## src/rtl/weapon_mode_selector_if.sv

```systemverilog
// Player-side signal bundle between keycode decoder, mode selector and projectile/sprite logic.
// Latency: n/a (wiring only).
// Backpressure: none; keys are sampled once per frame and outputs are plain registered levels.
interface weapon_mode_selector_if #(
    parameter int MODE_W = 2
);
    logic              is_in_turn;
    logic [7:0]        keycode;
    logic              is_run;
    logic [MODE_W-1:0] weapon_mode;
    logic              mode_changed;
    logic              switch_busy;

    // Producer of turn/key/run state, consumer of the selected mode
    modport master (
        output is_in_turn,
        output keycode,
        output is_run,
        input  weapon_mode,
        input  mode_changed,
        input  switch_busy
    );

    // The mode selector itself
    modport slave (
        input  is_in_turn,
        input  keycode,
        input  is_run,
        output weapon_mode,
        output mode_changed,
        output switch_busy
    );
endinterface

```

## src/rtl/weapon_mode_selector.sv

```systemverilog
// Per-player weapon-mode register: cycle key (plus direct number keys when
// WEAPON_DIRECT_SELECT_EN is defined), edge-detected presses, post-switch cooldown.
// Latency: key sampled at frame edge k updates weapon_mode/mode_changed at edge k; no backpressure.
module weapon_mode_selector #(
    parameter int         NUM_MODES       = 4,
    parameter int         MODE_W          = 2,
    parameter logic [7:0] CYCLE_KEY       = 8'd6,
    parameter logic [7:0] DIRECT_KEY_BASE = 8'd30,
    parameter int         COOLDOWN_FRAMES = 8
) (
    input logic                    frame_clk,
    input logic                    Reset_n,
    weapon_mode_selector_if.slave  io
);

    // Elaboration-time sanity checks on the configuration
    if (NUM_MODES < 2 || NUM_MODES > 16) begin : g_bad_num_modes
        $error("weapon_mode_selector: NUM_MODES must be 2..16");
    end
    if (MODE_W != $clog2(NUM_MODES)) begin : g_bad_mode_w
        $error("weapon_mode_selector: MODE_W must equal clog2(NUM_MODES)");
    end
    if (COOLDOWN_FRAMES < 0 || COOLDOWN_FRAMES > 255) begin : g_bad_cooldown
        $error("weapon_mode_selector: COOLDOWN_FRAMES must be 0..255");
    end
    if (int'(DIRECT_KEY_BASE) + NUM_MODES > 256) begin : g_bad_key_base
        $error("weapon_mode_selector: direct key range must fit in an 8-bit keycode");
    end

    localparam logic [MODE_W-1:0] LAST_MODE = MODE_W'(NUM_MODES - 1);
    localparam logic [7:0]        CD_RELOAD = 8'(COOLDOWN_FRAMES);

    // IDLE: waiting for a fresh press; HOLD: a recognised key is still down
    typedef enum logic {
        IDLE = 1'b0,
        HOLD = 1'b1
    } state_t;

    state_t            state_q, state_d;
    logic [7:0]        key_prev_q;
    logic [7:0]        held_key_q, held_key_d;
    logic [7:0]        cd_q, cd_d;
    logic [MODE_W-1:0] mode_q, mode_d;
    logic              chg_q, chg_d;
    logic              busy_q, busy_d;

    logic              press;
    logic              is_cycle;
    logic              is_direct;
    logic [MODE_W-1:0] direct_tgt;
    logic              req_ok;

    // A press is any change to a nonzero keycode; held keys never repeat
    assign press    = (io.keycode != key_prev_q) && (io.keycode != 8'd0);
    assign is_cycle = (io.keycode == CYCLE_KEY);

`ifdef WEAPON_DIRECT_SELECT_EN
    logic [7:0] direct_ofs;

    // Number keys map straight onto a mode index when inside the mode range
    assign direct_ofs = io.keycode - DIRECT_KEY_BASE;
    assign is_direct  = (io.keycode >= DIRECT_KEY_BASE) && (direct_ofs < 8'(NUM_MODES));
    assign direct_tgt = direct_ofs[MODE_W-1:0];
`else
    // Only the cycle key is recognised; number keys fall through as unrelated keys
    assign is_direct  = 1'b0;
    assign direct_tgt = '0;
`endif

    // Request gating: turn owner, standing still, cooldown expired, no key still held
    assign req_ok = press && io.is_in_turn && !io.is_run && (cd_q == 8'd0) && (state_q == IDLE);

    // Next-state decode for FSM, mode register and cooldown counter
    always_comb begin
        state_d    = state_q;
        held_key_d = held_key_q;
        mode_d     = mode_q;
        chg_d      = 1'b0;
        cd_d       = (cd_q != 8'd0) ? (cd_q - 8'd1) : 8'd0;
        busy_d     = (cd_q != 8'd0);

        // Recognised presses are consumed even when rejected, so a rejected
        // key must be released and pressed again before it can count.
        case (state_q)
            IDLE: begin
                if (press && (is_cycle || is_direct)) begin
                    state_d    = HOLD;
                    held_key_d = io.keycode;
                end
            end
            HOLD: begin
                if (io.keycode != held_key_q) begin
                    state_d = IDLE;
                end
            end
            default: begin
                state_d = IDLE;
            end
        endcase

        if (req_ok && is_cycle) begin
            mode_d = (mode_q == LAST_MODE) ? '0 : (mode_q + MODE_W'(1));
            chg_d  = 1'b1;
            cd_d   = CD_RELOAD;
        end else if (req_ok && is_direct && (direct_tgt != mode_q)) begin
            // Selecting the mode already active is a silent no-op (no cooldown)
            mode_d = direct_tgt;
            chg_d  = 1'b1;
            cd_d   = CD_RELOAD;
        end
    end

    // All state and registered outputs, cleared asynchronously by Reset_n
    always_ff @(posedge frame_clk or negedge Reset_n) begin
        if (!Reset_n) begin
            state_q    <= IDLE;
            key_prev_q <= 8'd0;
            held_key_q <= 8'd0;
            cd_q       <= 8'd0;
            mode_q     <= '0;
            chg_q      <= 1'b0;
            busy_q     <= 1'b0;
        end else begin
            state_q    <= state_d;
            key_prev_q <= io.keycode;
            held_key_q <= held_key_d;
            cd_q       <= cd_d;
            mode_q     <= mode_d;
            chg_q      <= chg_d;
            busy_q     <= busy_d;
        end
    end

    assign io.weapon_mode  = mode_q;
    assign io.mode_changed = chg_q;
    assign io.switch_busy  = busy_q;

endmodule
```

## src/flat_wrapper.sv

```systemverilog
// flat-port wrapper written by rule: the top's interface ports become plain ports
module weapon_mode_selector_flat 
#(
    parameter int         NUM_MODES       = 4,
    parameter int         MODE_W          = 2,
    parameter logic [7:0] CYCLE_KEY       = 8'd6,
    parameter logic [7:0] DIRECT_KEY_BASE = 8'd30,
    parameter int         COOLDOWN_FRAMES = 8
)
  (frame_clk, Reset_n, io_is_in_turn, io_keycode, io_is_run, io_weapon_mode, io_mode_changed, io_switch_busy);
  weapon_mode_selector_if #(.MODE_W(MODE_W)) io_i ();
  input logic frame_clk;
  input logic Reset_n;
  input wire logic [$bits(io_i.is_in_turn)-1:0] io_is_in_turn;
  input wire logic [$bits(io_i.keycode)-1:0] io_keycode;
  input wire logic [$bits(io_i.is_run)-1:0] io_is_run;
  output wire logic [$bits(io_i.weapon_mode)-1:0] io_weapon_mode;
  output wire logic [$bits(io_i.mode_changed)-1:0] io_mode_changed;
  output wire logic [$bits(io_i.switch_busy)-1:0] io_switch_busy;
  assign io_i.is_in_turn = io_is_in_turn;
  assign io_i.keycode = io_keycode;
  assign io_i.is_run = io_is_run;
  assign io_weapon_mode = io_i.weapon_mode;
  assign io_mode_changed = io_i.mode_changed;
  assign io_switch_busy = io_i.switch_busy;
  weapon_mode_selector #(.NUM_MODES(NUM_MODES), .MODE_W(MODE_W), .CYCLE_KEY(CYCLE_KEY), .DIRECT_KEY_BASE(DIRECT_KEY_BASE), .COOLDOWN_FRAMES(COOLDOWN_FRAMES)) u_core (.frame_clk(frame_clk), .Reset_n(Reset_n), .io(io_i));
endmodule
```

## config.mk

```make
export PLATFORM = sky130hd
export DESIGN_NAME = weapon_mode_selector_flat
export DESIGN_NICKNAME = d
export VERILOG_FILES = /design/src/rtl/weapon_mode_selector_if.sv /design/src/rtl/weapon_mode_selector.sv /design/src/flat_wrapper.sv
export SDC_FILE = /design/constraint.sdc
export NUM_CORES = 1
export LEC_CHECK = 0
export CORE_MARGIN = 5
export CORE_UTILIZATION = 55
export CTS_CLUSTER_SIZE = 14
export DETAILED_ROUTE_END_ITERATION = 16
export PLACE_DENSITY = 0.89
export SLEW_MARGIN = 40
export SYNTH_ARGS = -nofsm -noshare
export SYNTH_HDL_FRONTEND = slang
export SYNTH_SLANG_ARGS = --single-unit
```

## constraint.sdc

```tcl
create_clock -name frame_clk -period 6.5 [get_ports frame_clk]
set_clock_uncertainty 0.05 [all_clocks]
set_input_delay 0.65 -clock frame_clk [delete_from_list [all_inputs] [get_ports frame_clk]]
set_output_delay 0.65 -clock frame_clk [all_outputs]
set_load 0.005 [all_outputs]
```

==> summary.txt, run 1 <==
Floorplanning
  • Initial Utilization: a little under three fifths
  • Core area: 2170 um2
  • Row count: 17
  • Die width: 57.2 um
  • Die area: 3270 um2
  • IO Pins: 16
  • Die H: approximately 57 um

Yosys
  • Synth Area in Compound Gates: 4.81%
  • Mux contribution to synthesized area: 3.58%
  • Cell area after synthesis: 1220 um2
  • Post-Synth Simple-Gate Area: between 10% and 20%
  • Seq cells post-synth: 29
  • Post-synthesis xor/xnor area fraction: 13.6%
  • Ys flop type: dfrtp_1
  • Largest family of logic cells by synthesized area: simple AND/OR/NAND/NOR gates
  • Mapped Nets: 111
  • Ys async rst share: 100%
  • Syn_area_per_cell: about 13 um2
  • Cell variety after synth: 26
  • Register area share after synthesis: between 50% and 60%
  • EDFF count, synth: 0
  • Yosys Warn Count: 0
  • Post-Synth Adder-Cell Area: 2.04%
  • Gate Count Post-Synth: 97

Timing
  • RSZ-0062 raised after global routing: false
  • Max Slew Vio Count: 0
  • Final setup fails: 0
  • Minimum clock period: between 2 and 3 ns
  • Final hold violations: 0
  • Fin crit share: 43.2%
  • Slew headroom: between 50% and 60%
  • Setup TNS: 0 ns
  • Fin Hold WS: between 0.4 and 0.5 ns
  • Worst Tran Pin Value: roughly 0.73 ns
  • Fmax: approximately 0.36 GHz

Critical path
  • Reg2reg path depth: 4
  • Register-to-register setup slack: 4.12 ns
  • CP arrival: between 2 and 3 ns
  • CP Launch Point: io_keycode[3]
  • R2r startpoint: u_core.state_q
  • Worst Path Buf+Inv: 1
  • WP data required: 6.65 ns
  • Max FO, Critical Path: 4
  • CP max-delay cell: or4_1
  • Worst setup SP type: input port
  • Critical-path cell list: clkdlybuf4s50_1 > or4_1 > or4_4 > a2111oi_4 > mux2_1
  • Instance count on the critical path: 5
  • WS Path Type: input port to flop
  • Critical Path Max Stage Delay: 0.52 ns
  • Critical Path End: u_core.io.weapon_mode[0]
  • Critical path capture point type: flop
  • CP delay by family, top: simple AND/OR/NAND/NOR gates
  • Worst R2R End: u_core.io.weapon_mode[0]

Clock network
  • Cts repair resizes: 0
  • Number of buffers created by CTS: 5
  • Clk sink count: 29
  • Post-CTS Setup Repair Bufs: 0
  • H-tree Lvls: 2
  • TritonCTS clock tree: yes
  • Later-pin clock latency in the skew report: 0.32 ns
  • CTS clk-pin slew, worst paths: 0.08 ns
  • Post-CTS Hold Fix Bufs: 0
  • Clk buf depth: 2
  • Root Driver: clkbuf_4

Detailed routing
  • Vias/cell: 5.25
  • DR DRC count: 0
  • Detail Route Antenna Nets: 0
  • DRT iter0 DRCs: 11
  • 1st-pass router iterations: 4
  • Via count: between 700 and 800
  • Wire length per cell: 14.0 um
  • Routed wire length: 2080 um

Cells and area
  • Antenna Cells: 0
  • Area delta synth->final: 20.2%
  • Most frequent cells in the layout: dfrtp_1 (29), xor2_1 (17), clkdlybuf4s50_1 (15), nor2_1 (8), nor2b_1 (6)
  • Most common cell after layout, fill and taps aside: dfrtp_1
  • Register Area: ~730 um2
  • Post-layout util: around 68%
  • Footprint of the multi-input gates: 483 um2
  • Number of nets in the layout: ~130
  • Layout cell share with drive strength beyond 1: 10.8%
  • Fill cells: ~170

Outcome
  • Status: completed

Global route
  • Vias in the first global route: 833
  • Largest net degree at the start of global routing: 30
  • Total grt overflow: 0
  • Initial antenna violation count: 0
  • GRT Total Usage: 15.5%
  • First-pass GRT wire length: 3720 um

Placement
  • GP Congestion: just under 0.8
  • Dpl hpwl: 1520 um
  • PortBufs: 15

Power
  • Lkg Pwr: roughly 0.7 nW
  • Power Density: ~300 nW/um2
  • VDD IR max: roughly 0.18 mV

Run
  • Max-cap violation count: 0

Worst hold path
  • Worst min path class: flop to flop
==> logic make-up after synthesis <==
logic type | after synthesis
and+or+nand+nor | 34
DFF | 29
xor gates and xnor gates | 19
AOI/OAI and AO/OA | 5
buffers and inverters | 4
muxes | 4
adders and majority gates | 2
==> stage by stage <==
stage,power (mW),cell area [um2],setup slack (ns),instances
floorplan,0.303,1220,3.94,97
global placement,0.328,1420,3.40,141
detailed placement,0.337,1420,3.35,141
CTS,0.447,1470,3.70,148
global route,0.479,1470,3.64,148
finish,0.442,1470,3.69,148
==> area by class of cell <==
| type | instances | share of cell area (%) |
|---|---|---|
| Sequential cell | 29 | 49.3 |
| Multi-Input combinational cell | 64 | 32.8 |
| Timing Repair Buffer | 16 | 10.7 |
| Clock buffer | 7 | 3.74 |
| Tap cell | 28 | 2.38 |
| Inverter | 4 | 1.02 |
==> worst register-to-register path, stage by stage, from the launching register on <==
cell       delay, ns
dfrtp_1         0.39
or4_1           0.51
or4_4           0.51
a2111oi_4       0.43
mux2_1          0.37
==> report_power, final <==
group          internal (mW)  switching, mW  leakage (nW)  total (mW)
sequential             0.210         0.0262         0.365       0.237
combinational         0.0493         0.0466         0.313      0.0959
clock                 0.0510         0.0585        0.0314       0.109
==> Yosys cell counts, types with 2 or more instances <==
master	instances	area [um2]
dfrtp_1	29	726
ha_1	2	25.0
inv_1	4	15.0
mux2_1	2	22.5
nand2_1	3	11.3
nor2_1	8	30.0
nor2b_1	6	37.5
nor3_1	5	25.0
nor4_1	3	18.8
or2_2	2	12.5
xnor2_1	2	17.5
xor2_1	17	149
==> routing by layer <==
layer / vias to the layer above / global-route usage (%) / share of wire [%]
li1: 371 / - / -
met1: 384 / 19.3 / 44
met2: 17 / 22.8 / 49
met3: 5 / 6.79 / 5.9
met4: 0 / 7.95 / 1.7
met5: - / 0 / 0
==> worst min-delay path by stage <==
stage	slack (ns)	endpoint	start	cells past startpoint
floorplan	0.30	u_core.cd_q[0]	Reset_n	0
global placement	0.39	u_core.cd_q[0]	u_core.cd_q[0]	1
CTS	0.43	u_core.cd_q[0]	u_core.cd_q[0]	1
detailed placement	0.41	u_core.cd_q[0]	u_core.cd_q[0]	1
finish	0.42	u_core.cd_q[0]	u_core.cd_q[0]	1
global route	0.45	u_core.cd_q[0]	u_core.cd_q[0]	1
==> flip-flops by register name (all words and copies together), names as in the netlist <==
| signal | flops |
|---|---|
| u_core.state_q | 1 |
| u_core.io.switch_busy | 1 |
| u_core.cd_q | 8 |
| u_core.held_key_q | 8 |
| u_core.io.weapon_mode | 2 |
| u_core.key_prev_q | 8 |
| u_core.io.mode_changed | 1 |
(Power assumes the default switching activity.)
==> run 2: changes to the inputs <==
Settings changed: CORE_UTILIZATION 55 to 53, PLACE_DENSITY 0.89 to 0.86.
Clock period 6.5 ns to 2.9 ns, I/O delays scaled along.
==> run 2 against run 1 <==
Effect of this change:
- global-route usage increased by 0.36 points
- core utilization is 0.39 points higher
- worst hold slack got worse by 0.15 ns
- final area rose by 2.6%
- clock-buffer cell count is the same
- first-iteration DRC count decreased by 45%
- die area grew 3.1%
- sequential share of layout area decreased by 1.2 points
- setup slack lost 3.2 ns
- largest cell class unchanged
- cell count is 2.7% higher
- total power increased by 130%
- non-clock buffer count up 3
- critical endpoint unchanged
- highest routed layer unchanged
==> summary.txt, run 2 (same netlist as run 1, synthesis figures left out) <==
Timing
  • Final hold violations: 0 (unchanged)
  • Setup TNS: 0 ns (unchanged)
  • Fmax: slightly above 0.4 GHz
  • Slew headroom: 56.6% (was 51.1%)
  • Worst Tran Pin Value: 0.645 ns (was 0.726 ns)
  • Max Slew Vio Count: 0 (unchanged)
  • RSZ-0062 raised after global routing: false (unchanged)
  • Setup ws final: 0.473 ns (was 3.69 ns)
  • Fin Hold WS: 0.274 ns (was 0.421 ns)
  • Fin crit share: 83.7%
  • Minimum clock period: approximately 2.4 ns
  • Final setup fails: 0 (unchanged)

Placement
  • DP Area: 1440 um2 (was 1420 um2)
  • Dpl hpwl: 1510 um (was 1520 um)
  • Placed cell count: 144 (was 141)
  • PortBufs: 15 (unchanged)
  • GP Congestion: 0.770 (was 0.789)
  • Dpl ws: 0.125 ns (was 3.35 ns)

Clock network
  • Later-pin clock latency in the skew report: 0.33 ns (was 0.32 ns)
  • Number of buffers created by CTS: 5 (unchanged)
  • Post-CTS Hold Fix Bufs: 0 (unchanged)
  • Cts repair resizes: 0 (unchanged)
  • H-tree Lvls: 2 (unchanged)
  • Post-CTS Setup Repair Bufs: 0 (unchanged)
  • Clk buf depth: 2 (unchanged)
  • Root Driver: clkbuf_4 (unchanged)
  • Clk sink count: 29 (unchanged)
  • CTS clk-pin slew, worst paths: 0.09 ns (was 0.08 ns)
  • TritonCTS clock tree: yes (unchanged)

Floorplanning
  • Die H: 58.1 um (was 57.2 um)
  • IO Pins: 16 (unchanged)
  • Core area: 2210 um2 (was 2170 um2)
  • Initial Utilization: 55.3% (was 56.4%)
  • Die area: 3370 um2 (was 3270 um2)
  • Die width: 58.1 um (was 57.2 um)
  • Row count: 17 (unchanged)

Global route
  • Largest net degree at the start of global routing: 30 (unchanged)
  • Initial antenna violation count: 0 (unchanged)
  • First-pass GRT wire length: 3770 um (was 3720 um)
  • Met2 Track Usage GR: 23.7% (was 22.8%)
  • GRT Total Usage: 15.8% (was 15.5%)
  • GR peak layer: met2 (unchanged)
  • Total grt overflow: 0 (unchanged)
  • GRT met1 Usage: 17.9% (was 19.3%)
  • Met3 Track Usage GR: 7.35% (was 6.79%)
  • Vias in the first global route: 835 (was 833)

Cells and area
  • Antenna Cells: 0 (unchanged)
  • Most common cell after layout, fill and taps aside: dfrtp_1 (unchanged)
  • Number of nets in the layout: 137 (was 134)
  • Post-layout util: 68.2% (was 67.8%)
  • Top Registers: u_core.cd_q (8), u_core.held_key_q (8), u_core.key_prev_q (8) (unchanged)
  • Post-Layout Cell Count: 152 (was 148)
  • Post-route cell area: 1510 um2 (was 1470 um2)
  • Area delta synth->final: 23.3% (was 20.2%)
  • Most frequent cells in the layout: dfrtp_1 (29), xor2_1 (17), clkdlybuf4s50_1 (15), nor2_1 (8), nor2b_1 (6) (unchanged)
  • Layout cell share with drive strength beyond 1: 14.5% (was 10.8%)

Detailed routing
  • Vias/cell: 5.13 (was 5.25)
  • 1st-pass router iterations: 3 (was 4)
  • Detail Route Antenna Nets: 0 (unchanged)
  • Wire length per cell: 13.5 um (was 14.0 um)
  • Via count: 779 (was 777)
  • DR DRC count: 0 (unchanged)
  • Routed wire length: 2060 um (was 2080 um)
  • DRT iter0 DRCs: 6 (was 11)

Worst hold path
  • Worst min path class: input port to asynchronous set/reset pin (was flop to flop)

Run
  • Max-cap violation count: 0 (unchanged)

Critical path
  • WP data required: 3.07 ns (was 6.65 ns)
  • Max FO, Critical Path: 4 (unchanged)
  • Critical path capture point type: flop (unchanged)
  • WS Path Type: input port to flop (unchanged)
  • Worst R2R End: u_core.io.weapon_mode[0] (unchanged)
  • Worst setup SP type: input port (unchanged)
  • Reg2reg path depth: 4 (unchanged)
  • CP arrival: 2.59 ns (was 2.96 ns)
  • Register-to-register setup slack: 0.50 ns (was 4.12 ns)
  • CP Launch Point: io_keycode[4] (was io_keycode[3])
  • R2r startpoint: u_core.state_q (unchanged)

Outcome
  • Status: completed (unchanged)

Power
  • Power Density: 675 nW/um2 (was 300 nW/um2)
  • Lkg Pwr: 0.735 nW (was 0.709 nW)
  • Total power: 1.02 mW (was 0.442 mW)
  • VDD IR max: 0.530 mV (was 0.181 mV)
==> run 2: report_power, final <==
group          total (mW)  internal, mW  switching [mW]
combinational       0.212         0.112           0.100
clock               0.277         0.140           0.137
sequential          0.529         0.472          0.0573
total                1.02         0.724           0.294
==> run 2: worst max-delay path: stages <==
cell and delay (ns):
clkdlybuf4s50_1 0.48, or4_1 0.50, or4_4 0.51, a2111oi_4 0.44, mux2_1 0.36
==> run 2: how the worst max path moves through the flow <==
stage / to / slack, ns / depth (start not counted)
3_3_place_gp: u_core.io.weapon_mode[0] / 0.18 / 5
6_report: u_core.io.weapon_mode[0] / 0.47 / 5
2_1_floorplan: u_core.io.weapon_mode[0] / 0.63 / 4
5_1_grt: u_core.io.weapon_mode[1] / 0.45 / 4
4_1_cts: u_core.io.weapon_mode[0] / 0.49 / 5
3_5_place_dp: u_core.io.weapon_mode[0] / 0.12 / 5
==> run 2: final cells by class <==
cell class | count | area [um2]
clock buffers | 7 | 65.1
clock inverters | 1 | 5.00
fillers | 165 | 703
inverters | 4 | 15.0
multi-input cells | 64 | 483
flip-flops and latches | 29 | 726
well taps | 28 | 35.0
repair buffers | 19 | 180
==> run 2: metal layers <==
metal | wire length, um | up-vias
li1 | - | 381
met1 | 906 | 379
met2 | 972 | 13
met3 | 105 | 6
met4 | 72 | 0
met5 | 0 | -
